File: config.mk
export PLATFORM = sky130hd
export DESIGN_NAME = scan_chain_bist
export DESIGN_NICKNAME = d
export VERILOG_FILES = /design/src/rtl/scan_bist_pkg.sv /design/src/rtl/lfsr16_step.sv /design/src/rtl/scan_chain_bist.sv
export SDC_FILE = /design/constraint.sdc
export NUM_CORES = 1
export LEC_CHECK = 0
export CAP_MARGIN = 20
export CELL_PAD_IN_SITES_DETAIL_PLACEMENT = 0
export CELL_PAD_IN_SITES_GLOBAL_PLACEMENT = 1
export CORE_ASPECT_RATIO = 0.6
export CORE_MARGIN = 2
export CORE_UTILIZATION = 28
export DETAILED_ROUTE_END_ITERATION = 6
export GPL_TIMING_DRIVEN = 1
export PLACE_DENSITY = 0.61
export SYNTH_ARGS = -nofsm -noshare
export SYNTH_HDL_FRONTEND = slang
export SYNTH_SLANG_ARGS = --single-unit
File: constraint.sdc
create_clock -name CLK -period 6.7 [get_ports CLK]
set_input_delay 0.67 -clock CLK [delete_from_list [all_inputs] [get_ports CLK]]
set_output_delay 0.67 -clock CLK [all_outputs]
set_load 0.005 [all_outputs]
File: src/rtl/scan_bist_pkg.sv
// -----------------------------------------------------------------------------
// scan_bist_pkg
// Shared definitions for the scan-chain shift-test controller:
//   - controller FSM state encoding
//   - 16-bit LFSR width, Fibonacci tap mask and default seed
//   - mismatch-counter width and saturation value
//   - single-step LFSR helper used by both pattern generators
// -----------------------------------------------------------------------------
package scan_bist_pkg;

  localparam int LFSR_W = 16;

  // Taps for x^16 + x^14 + x^13 + x^11 + 1, as state bits 15, 13, 12, 10.
  localparam logic [LFSR_W-1:0] LFSR_TAPS    = 16'hB400;
  localparam logic [LFSR_W-1:0] DEFAULT_SEED = 16'hACE1;

  localparam int              ERR_W   = 8;
  localparam logic [ERR_W-1:0] ERR_MAX = '1;

  typedef enum logic [2:0] {
    IDLE  = 3'd0,
    FLUSH = 3'd1,
    SHIFT = 3'd2,
    DRAIN = 3'd3,
    FIN   = 3'd4
  } state_t;

  // Fibonacci form: the parity of the tapped bits is shifted in at bit 0 and
  // the generated pattern bit is read from bit 0 of the current state.
  function automatic logic [LFSR_W-1:0] lfsr_next(input logic [LFSR_W-1:0] s);
    return {s[LFSR_W-2:0], ^(s & LFSR_TAPS)};
  endfunction

endpackage

File: src/rtl/lfsr16_step.sv
// -----------------------------------------------------------------------------
// lfsr16_step
// One 16-bit Fibonacci LFSR pattern source. The controller instantiates it
// twice: once to generate the stimulus and once as the expected-data reference,
// so both produce the identical sequence offset only by when they are stepped.
//
// Ports:
//   clk      in   clock
//   rst      in   synchronous active-high reset, loads SEED
//   load     in   reload SEED (start of a run)
//   advance  in   step the LFSR by one bit
//   out_bit  out  current pattern bit (state bit 0)
// -----------------------------------------------------------------------------
module lfsr16_step
  import scan_bist_pkg::*;
#(
  parameter logic [LFSR_W-1:0] SEED = DEFAULT_SEED
) (
  input  logic clk,
  input  logic rst,
  input  logic load,
  input  logic advance,
  output logic out_bit
);

  logic [LFSR_W-1:0] state;

  // NOTE: sequential state is written with non-blocking assignments so every
  // register samples the pre-edge values, independent of statement order.
  always_ff @(posedge clk) begin
    if (rst || load) begin
      state <= SEED;
    end else if (advance) begin
      state <= lfsr_next(state);
    end
  end

  assign out_bit = state[0];

endmodule

File: src/rtl/scan_chain_bist.sv
// -----------------------------------------------------------------------------
// scan_chain_bist
// Shift-test controller for a serial chain of CHAIN_LEN flops. A run flushes
// the chain with zeros, shifts NBITS LFSR bits in, then drains with zeros.
// The chain output is compared against a second copy of the same LFSR that is
// stepped CHAIN_LEN cycles later, and mismatches are counted (saturating).
//
// Parameters:
//   CHAIN_LEN  flops in the chain under test (2..1024)
//   NBITS      pattern bits shifted and checked per run (>= 1)
//   SEED       non-zero LFSR seed, loaded on START
//
// Ports:
//   CLK      in   single clock for controller and chain
//   RST      in   synchronous active-high reset
//   START    in   one-cycle run request, honoured only when idle
//   SE       out  shift enable to the chain
//   SI       out  registered serial data into the chain
//   SO       in   serial data from the last chain flop
//   BUSY     out  run in progress (from the cycle after START through DONE)
//   DONE     out  one-cycle pulse at run completion
//   PASS     out  last run had no mismatches; valid from DONE to next START
//   ERR_CNT  out  mismatch count of the last run, saturating at 255
//
// Run timeline (cycle 1 = first cycle after START is accepted):
//   FLUSH  cycles 1 .. L
//   SHIFT  cycles L+1 .. L+N
//   DRAIN  cycles L+N+1 .. 2L+N
//   FIN    cycle 2L+N+1 (DONE)
//   check  cycles 2L+1 .. 2L+N (SI of cycle t arrives on SO at t+L)
// -----------------------------------------------------------------------------
module scan_chain_bist
  import scan_bist_pkg::*;
#(
  parameter int                CHAIN_LEN = 16,
  parameter int                NBITS     = 64,
  parameter logic [LFSR_W-1:0] SEED      = DEFAULT_SEED
) (
  input  logic             CLK,
  input  logic             RST,
  input  logic             START,
  output logic             SE,
  output logic             SI,
  input  logic             SO,
  output logic             BUSY,
  output logic             DONE,
  output logic             PASS,
  output logic [ERR_W-1:0] ERR_CNT
);

  localparam int CNT_RANGE = (CHAIN_LEN > NBITS) ? CHAIN_LEN : NBITS;
  localparam int CNT_W     = $clog2(CNT_RANGE + 1);

  localparam logic [CNT_W-1:0] CL_VAL  = CNT_W'(CHAIN_LEN);
  localparam logic [CNT_W-1:0] CL_LAST = CNT_W'(CHAIN_LEN - 1);
  localparam logic [CNT_W-1:0] NB_VAL  = CNT_W'(NBITS);
  localparam logic [CNT_W-1:0] NB_LAST = CNT_W'(NBITS - 1);

  state_t state, next_state;

  logic [CNT_W-1:0] ph_cnt;   // cycles spent in the current phase
  logic [CNT_W-1:0] lag_cnt;  // cycles since SHIFT entry, holds at CHAIN_LEN
  logic [CNT_W-1:0] chk_cnt;  // bits checked so far this run
  logic [ERR_W-1:0] err_cnt;
  logic [ERR_W-1:0] err_next;
  logic             pass_q;
  logic             si_q;

  logic accept;
  logic in_pattern;
  logic check_en;
  logic mismatch;
  logic chk_done;
  logic stim_bit;
  logic ref_bit;

  assign accept     = (state == IDLE) && START;
  assign in_pattern = (state == SHIFT) || (state == DRAIN);

  // The first stimulus bit left SI at SHIFT entry, so it is due on SO exactly
  // CHAIN_LEN cycles later; from then on one bit arrives per cycle.
  assign check_en = in_pattern && (lag_cnt == CL_VAL) && (chk_cnt != NB_VAL);
  assign mismatch = check_en && (SO != ref_bit);
  assign err_next = (mismatch && (err_cnt != ERR_MAX)) ? err_cnt + ERR_W'(1) : err_cnt;

  // True when the check-done count will have reached NBITS after this edge.
  assign chk_done = (chk_cnt == NB_VAL) || (check_en && (chk_cnt == NB_LAST));

  lfsr16_step #(.SEED(SEED)) u_stim (
    .clk     (CLK),
    .rst     (RST),
    .load    (accept),
    .advance (next_state == SHIFT),
    .out_bit (stim_bit)
  );

  lfsr16_step #(.SEED(SEED)) u_ref (
    .clk     (CLK),
    .rst     (RST),
    .load    (accept),
    .advance (check_en),
    .out_bit (ref_bit)
  );

  always_ff @(posedge CLK) begin
    if (RST) begin
      state   <= IDLE;
      ph_cnt  <= '0;
      lag_cnt <= '0;
      chk_cnt <= '0;
      err_cnt <= '0;
      pass_q  <= 1'b0;
      si_q    <= 1'b0;
    end else begin
      state <= next_state;

      // SI is registered: the bit for the next cycle is chosen from next_state.
      si_q <= (next_state == SHIFT) ? stim_bit : 1'b0;

      if ((next_state != state) || !SE) begin
        ph_cnt <= '0;
      end else if (ph_cnt != '1) begin
        ph_cnt <= ph_cnt + CNT_W'(1);
      end

      if (accept) begin
        lag_cnt <= '0;
        chk_cnt <= '0;
        err_cnt <= '0;
        pass_q  <= 1'b0;
      end else begin
        if (in_pattern && (lag_cnt != CL_VAL)) begin
          lag_cnt <= lag_cnt + CNT_W'(1);
        end
        if (check_en) begin
          chk_cnt <= chk_cnt + CNT_W'(1);
        end
        err_cnt <= err_next;
        if (next_state == FIN) begin
          pass_q <= (err_next == '0);
        end
      end
    end
  end

  // NOTE: every signal driven here gets a default before the case statement,
  // so no path leaves one unassigned and no latch is inferred.
  always_comb begin
    next_state = state;
    SE         = 1'b0;
    BUSY       = 1'b1;
    DONE       = 1'b0;
    unique case (state)
      IDLE: begin
        BUSY = 1'b0;
        if (START) next_state = FLUSH;
      end
      FLUSH: begin
        SE = 1'b1;
        if (ph_cnt == CL_LAST) next_state = SHIFT;
      end
      SHIFT: begin
        SE = 1'b1;
        if (ph_cnt == NB_LAST) next_state = DRAIN;
      end
      DRAIN: begin
        SE = 1'b1;
        // The drain length and the check window end on the same cycle; the
        // check-done interlock keeps FIN from ever cutting a check short.
        if ((ph_cnt >= CL_LAST) && chk_done) next_state = FIN;
      end
      FIN: begin
        DONE       = 1'b1;
        next_state = IDLE;
      end
      default: begin
        next_state = IDLE;
      end
    endcase
  end

  assign SI      = si_q;
  assign PASS    = pass_q;
  assign ERR_CNT = err_cnt;

endmodule
==> summary.md <==
| Metric | Value |
|---|---|
| Status | finished clean |
| Root buf cell | clkbuf_16 |
| Slew at the pin closest to its max-slew limit | 0.785 ns |
| Vias in the first global route | 1984 |
| First-pass GRT wire length | 10.2 mm |
| Vias | between 2000 and 2500 |
| Crit Path Class | reg2reg |
| Resize count post-CTS | 0 |
| Num CTS Buffers | 9 |
| Setup TNS | 0 ns |
| Crit-path cells | ha_1, and3_4, nand2_1, or4_4, a21oi_4, mux2i_1, nor2_1 |
| IO Port Bufs | 16 |
| Synthesized Nets | approximately 340 |
| Detail Route Antenna Nets | 0 |
| Final worst path period share | 0.366 |
| CP max-delay cell | a21oi_4 |
| Placed cells | 475 |
| Maximum level of the CTS H-tree | 3 |
| Min cycle time layout | 2.45 ns |
| Fin cells | 492 |
| Post-CTS Hold Fix Bufs | 0 |
| Initial Util | 0.284 |
| Final Hold Fails | 0 |
| CTS Buffer Depth | 2 |
| Critical Path RT | 6.89 ns |
| Min-delay src | u_ref.state[7]$_SDFFE_PP1P_ |
| Iter 0 DRT Violations | 92 |
| Synth-to-Final Area Change | 17.6% |
| Post-CTS Setup Bufs | 0 |
| GPL Wtd Cong | 0.823 |
| # DRC | 0 |
| IO Pins | 17 |
| Synth Warn # | 0 |
| GRT Overall Usage | 0.118 |
| Die area | 11500 µm² |
| Worst-path clk slew | roughly 0.050 ns |
| Layout Nets | between 300 and 400 |
| Num rows | 29 |
| Final Skew | 0.00435 ns |
| MaxCap Viol Count | 0 |
| Pin count of the biggest net entering global routing | 39 |
| Post-synth EDFFs | 0 |
| CP Capture Type | register |
| Proportion of layout cells with a drive suffix above 1 | 0.0822 |
| Worst path arrival time | roughly 2.7 ns |
| Worst hold path class | reg2reg |
| F_max | ~0.41 GHz |
| Slew Limit Headroom | 0.474 |
| Largest stage delay, worst path | between 0.5 and 0.6 ns |
| Mapped Cells | about 330 |
| WL final | ~6 mm |
| Reg-to-reg startpoint | ph_cnt[0]$_SDFFE_PP0P_ |
| ANT cells | 0 |
| Syn Area/Cell | 8.98 µm² |
| RSZ-0062 raised after global routing | no |
| Die width | 137 µm |
| R2r worst-path depth | 7 |
| TritonCTS clock tree | yes |
| Hold Path End | u_ref.state[8]$_SDFFE_PP0P_ |
| Max-slew violations | 0 |
| Routed wire per std cell | around 12 µm |
| R2r setup slk | approximately 4.2 ns |
| Clk sinks | 66 |
| Hpwl dp | between 4 and 5 mm |
| Chip Height | 83.8 µm |
| Crit path max fanout | 17 |
| Sequential share of the synthesized area | 0.444 |
| Final setup fails | 0 |
| Antenna violations before repair | 0 |
| Post-synth ARST share | 0 |
| First-pass DRT Iterations | 4 |
| Reg2reg end | u_stim.state[3]$_SDFFE_PP0N_ |
| Vias per cell | around 4.5 |
| Core area | between 10000 and 15000 µm² |
| Clk Latency, worst-skew pair | 0.33 ns |
| #FFs+latches synth | 66 |
| Hold depth | 2 |
| CP Launch Type | register |
| Most used flip-flop cell after synthesis | dfxtp_1 |
| Grt total ovfl | 0 |
| Mapped cell area | 2970 µm² |
| Power Density | between 200 and 250 nW/µm² |
| Peak VDD IR | 0.000121 V |
| LEAKAGE | 1.22 nW |
| Yosys cell types | 51 |
## cells by family (layout without fill, tap and decap cells)
family / count (synthesis) / count (layout) / synth area share
fa+ha+maj: 6 / 6 / 0.0253
xor+xnor: 30 / 30 / 0.0884
compound gates: 29 / 29 / 0.0770
mux: 18 / 18 / 0.0606
buf+inv: 20 / 42 / 0.0404
flops: 66 / 66 / 0.444
simple gates: 162 / 162 / 0.264
## per-layer routing
metal / wire length [µm] / GRT usage
met1: 3450 / 0.173
met2: 2220 / 0.145
met3: 349 / 0.0571
met4: 73 / 0.0422
met5: 0 / 0
## cell type report
class | count | area (µm²)
inverters | 8 | 30.0
clock inverters | 3 | 15.0
fillers | 1078 | 6950
multi-input cells | 245 | 1530
flip-flops and latches | 66 | 1320
well taps | 139 | 174
repair buffers | 18 | 175
clock buffers | 13 | 250
## power by group
part | switching [mW] | internal, mW
clock | 0.164 | 0.258
combinational | 0.0152 | 0.00803
sequential | 0.00157 | 0.394
## placed cells by master, fill, tap and decap left out, drive strengths merged, types with 5 or more instances in the layout
cell type / Yosys / final
inv: 8 / 8
nand3: 17 / 17
mux2i: 18 / 18
a21oi: 14 / 14
dfxtp: 66 / 66
nor3: 5 / 5
xnor2: 14 / 14
nor2: 49 / 49
and3: 6 / 6
nand4: 8 / 8
xor2: 16 / 16
clkbuf: 5 / 13
ha: 6 / 6
clkdlybuf4s50: 0 / 16
nand2: 57 / 57
## worst max-delay path: cells and delay by family (launching register included)
kind	cells	cell delay, ns
simple gates	4	0.82
compound gates	1	0.59
flops	1	0.38
mux	1	0.26
fa+ha+maj	1	0.24
## cells in the mapped netlist, drive strengths merged (3+ instances only)
cell type / number / area share
nor2: 49 / 0.062
inv: 8 / 0.010
clkbuf: 5 / 0.0097
a21boi: 3 / 0.0076
and3: 6 / 0.015
dfxtp: 66 / 0.44
mux2i: 18 / 0.061
nand4: 8 / 0.017
nor3: 5 / 0.014
buf: 7 / 0.021
xnor2: 14 / 0.041
a21oi: 14 / 0.027
nand2: 57 / 0.072
nand3: 17 / 0.029
ha: 6 / 0.025
xor2: 16 / 0.047
and4: 3 / 0.0093
nor2b: 3 / 0.0063
## flip-flops by register name (all words and copies together), names as in the netlist
register	count
u_ref.state	16
ERR_CNT	8
ph_cnt	7
chk_cnt	7
u_stim.state	16
PASS	1
state	3
SI	1
lag_cnt	7
## through the flow
| stage | cell area (µm²) | util | hold WS, ns | power, mW | worst slack, ns |
|---|---|---|---|---|---|
| after CTS | 3490 | 0.334 | 0.451 | 0.853 | 4.21 |
| after global routing | 3500 | 0.335 | 0.468 | 0.876 | 4.07 |
| after detailed placement | 3220 | 0.309 | 0.446 | 0.426 | 3.92 |
| final | 3500 | 0.335 | 0.449 | 0.841 | 4.25 |
| after floorplan | 2970 | - | 0.430 | 0.420 | 4.57 |
| after global placement | 3220 | 0.309 | 0.440 | 0.426 | 4.02 |
## worst max-delay path by stage
| stage | depth (start not counted) | slack [ns] | startpoint | endpoint |
|---|---|---|---|---|
| 2_1_floorplan | 8 | 4.57 | ph_cnt[0]$_SDFFE_PP0P_ | u_stim.state[0]$_SDFFE_PP1N_ |
| 3_3_place_gp | 4 | 4.02 | RST | PASS$_SDFFE_PP0N_ |
| 3_5_place_dp | 4 | 3.92 | RST | PASS$_SDFFE_PP0N_ |
| 4_1_cts | 7 | 4.21 | ph_cnt[0]$_SDFFE_PP0P_ | u_stim.state[11]$_SDFFE_PP1N_ |
| 5_1_grt | 7 | 4.07 | ph_cnt[0]$_SDFFE_PP0P_ | u_stim.state[14]$_SDFFE_PP0N_ |
| 6_report | 7 | 4.25 | ph_cnt[0]$_SDFFE_PP0P_ | u_stim.state[3]$_SDFFE_PP0N_ |
Note: power is estimated with default switching activity, not from simulation.
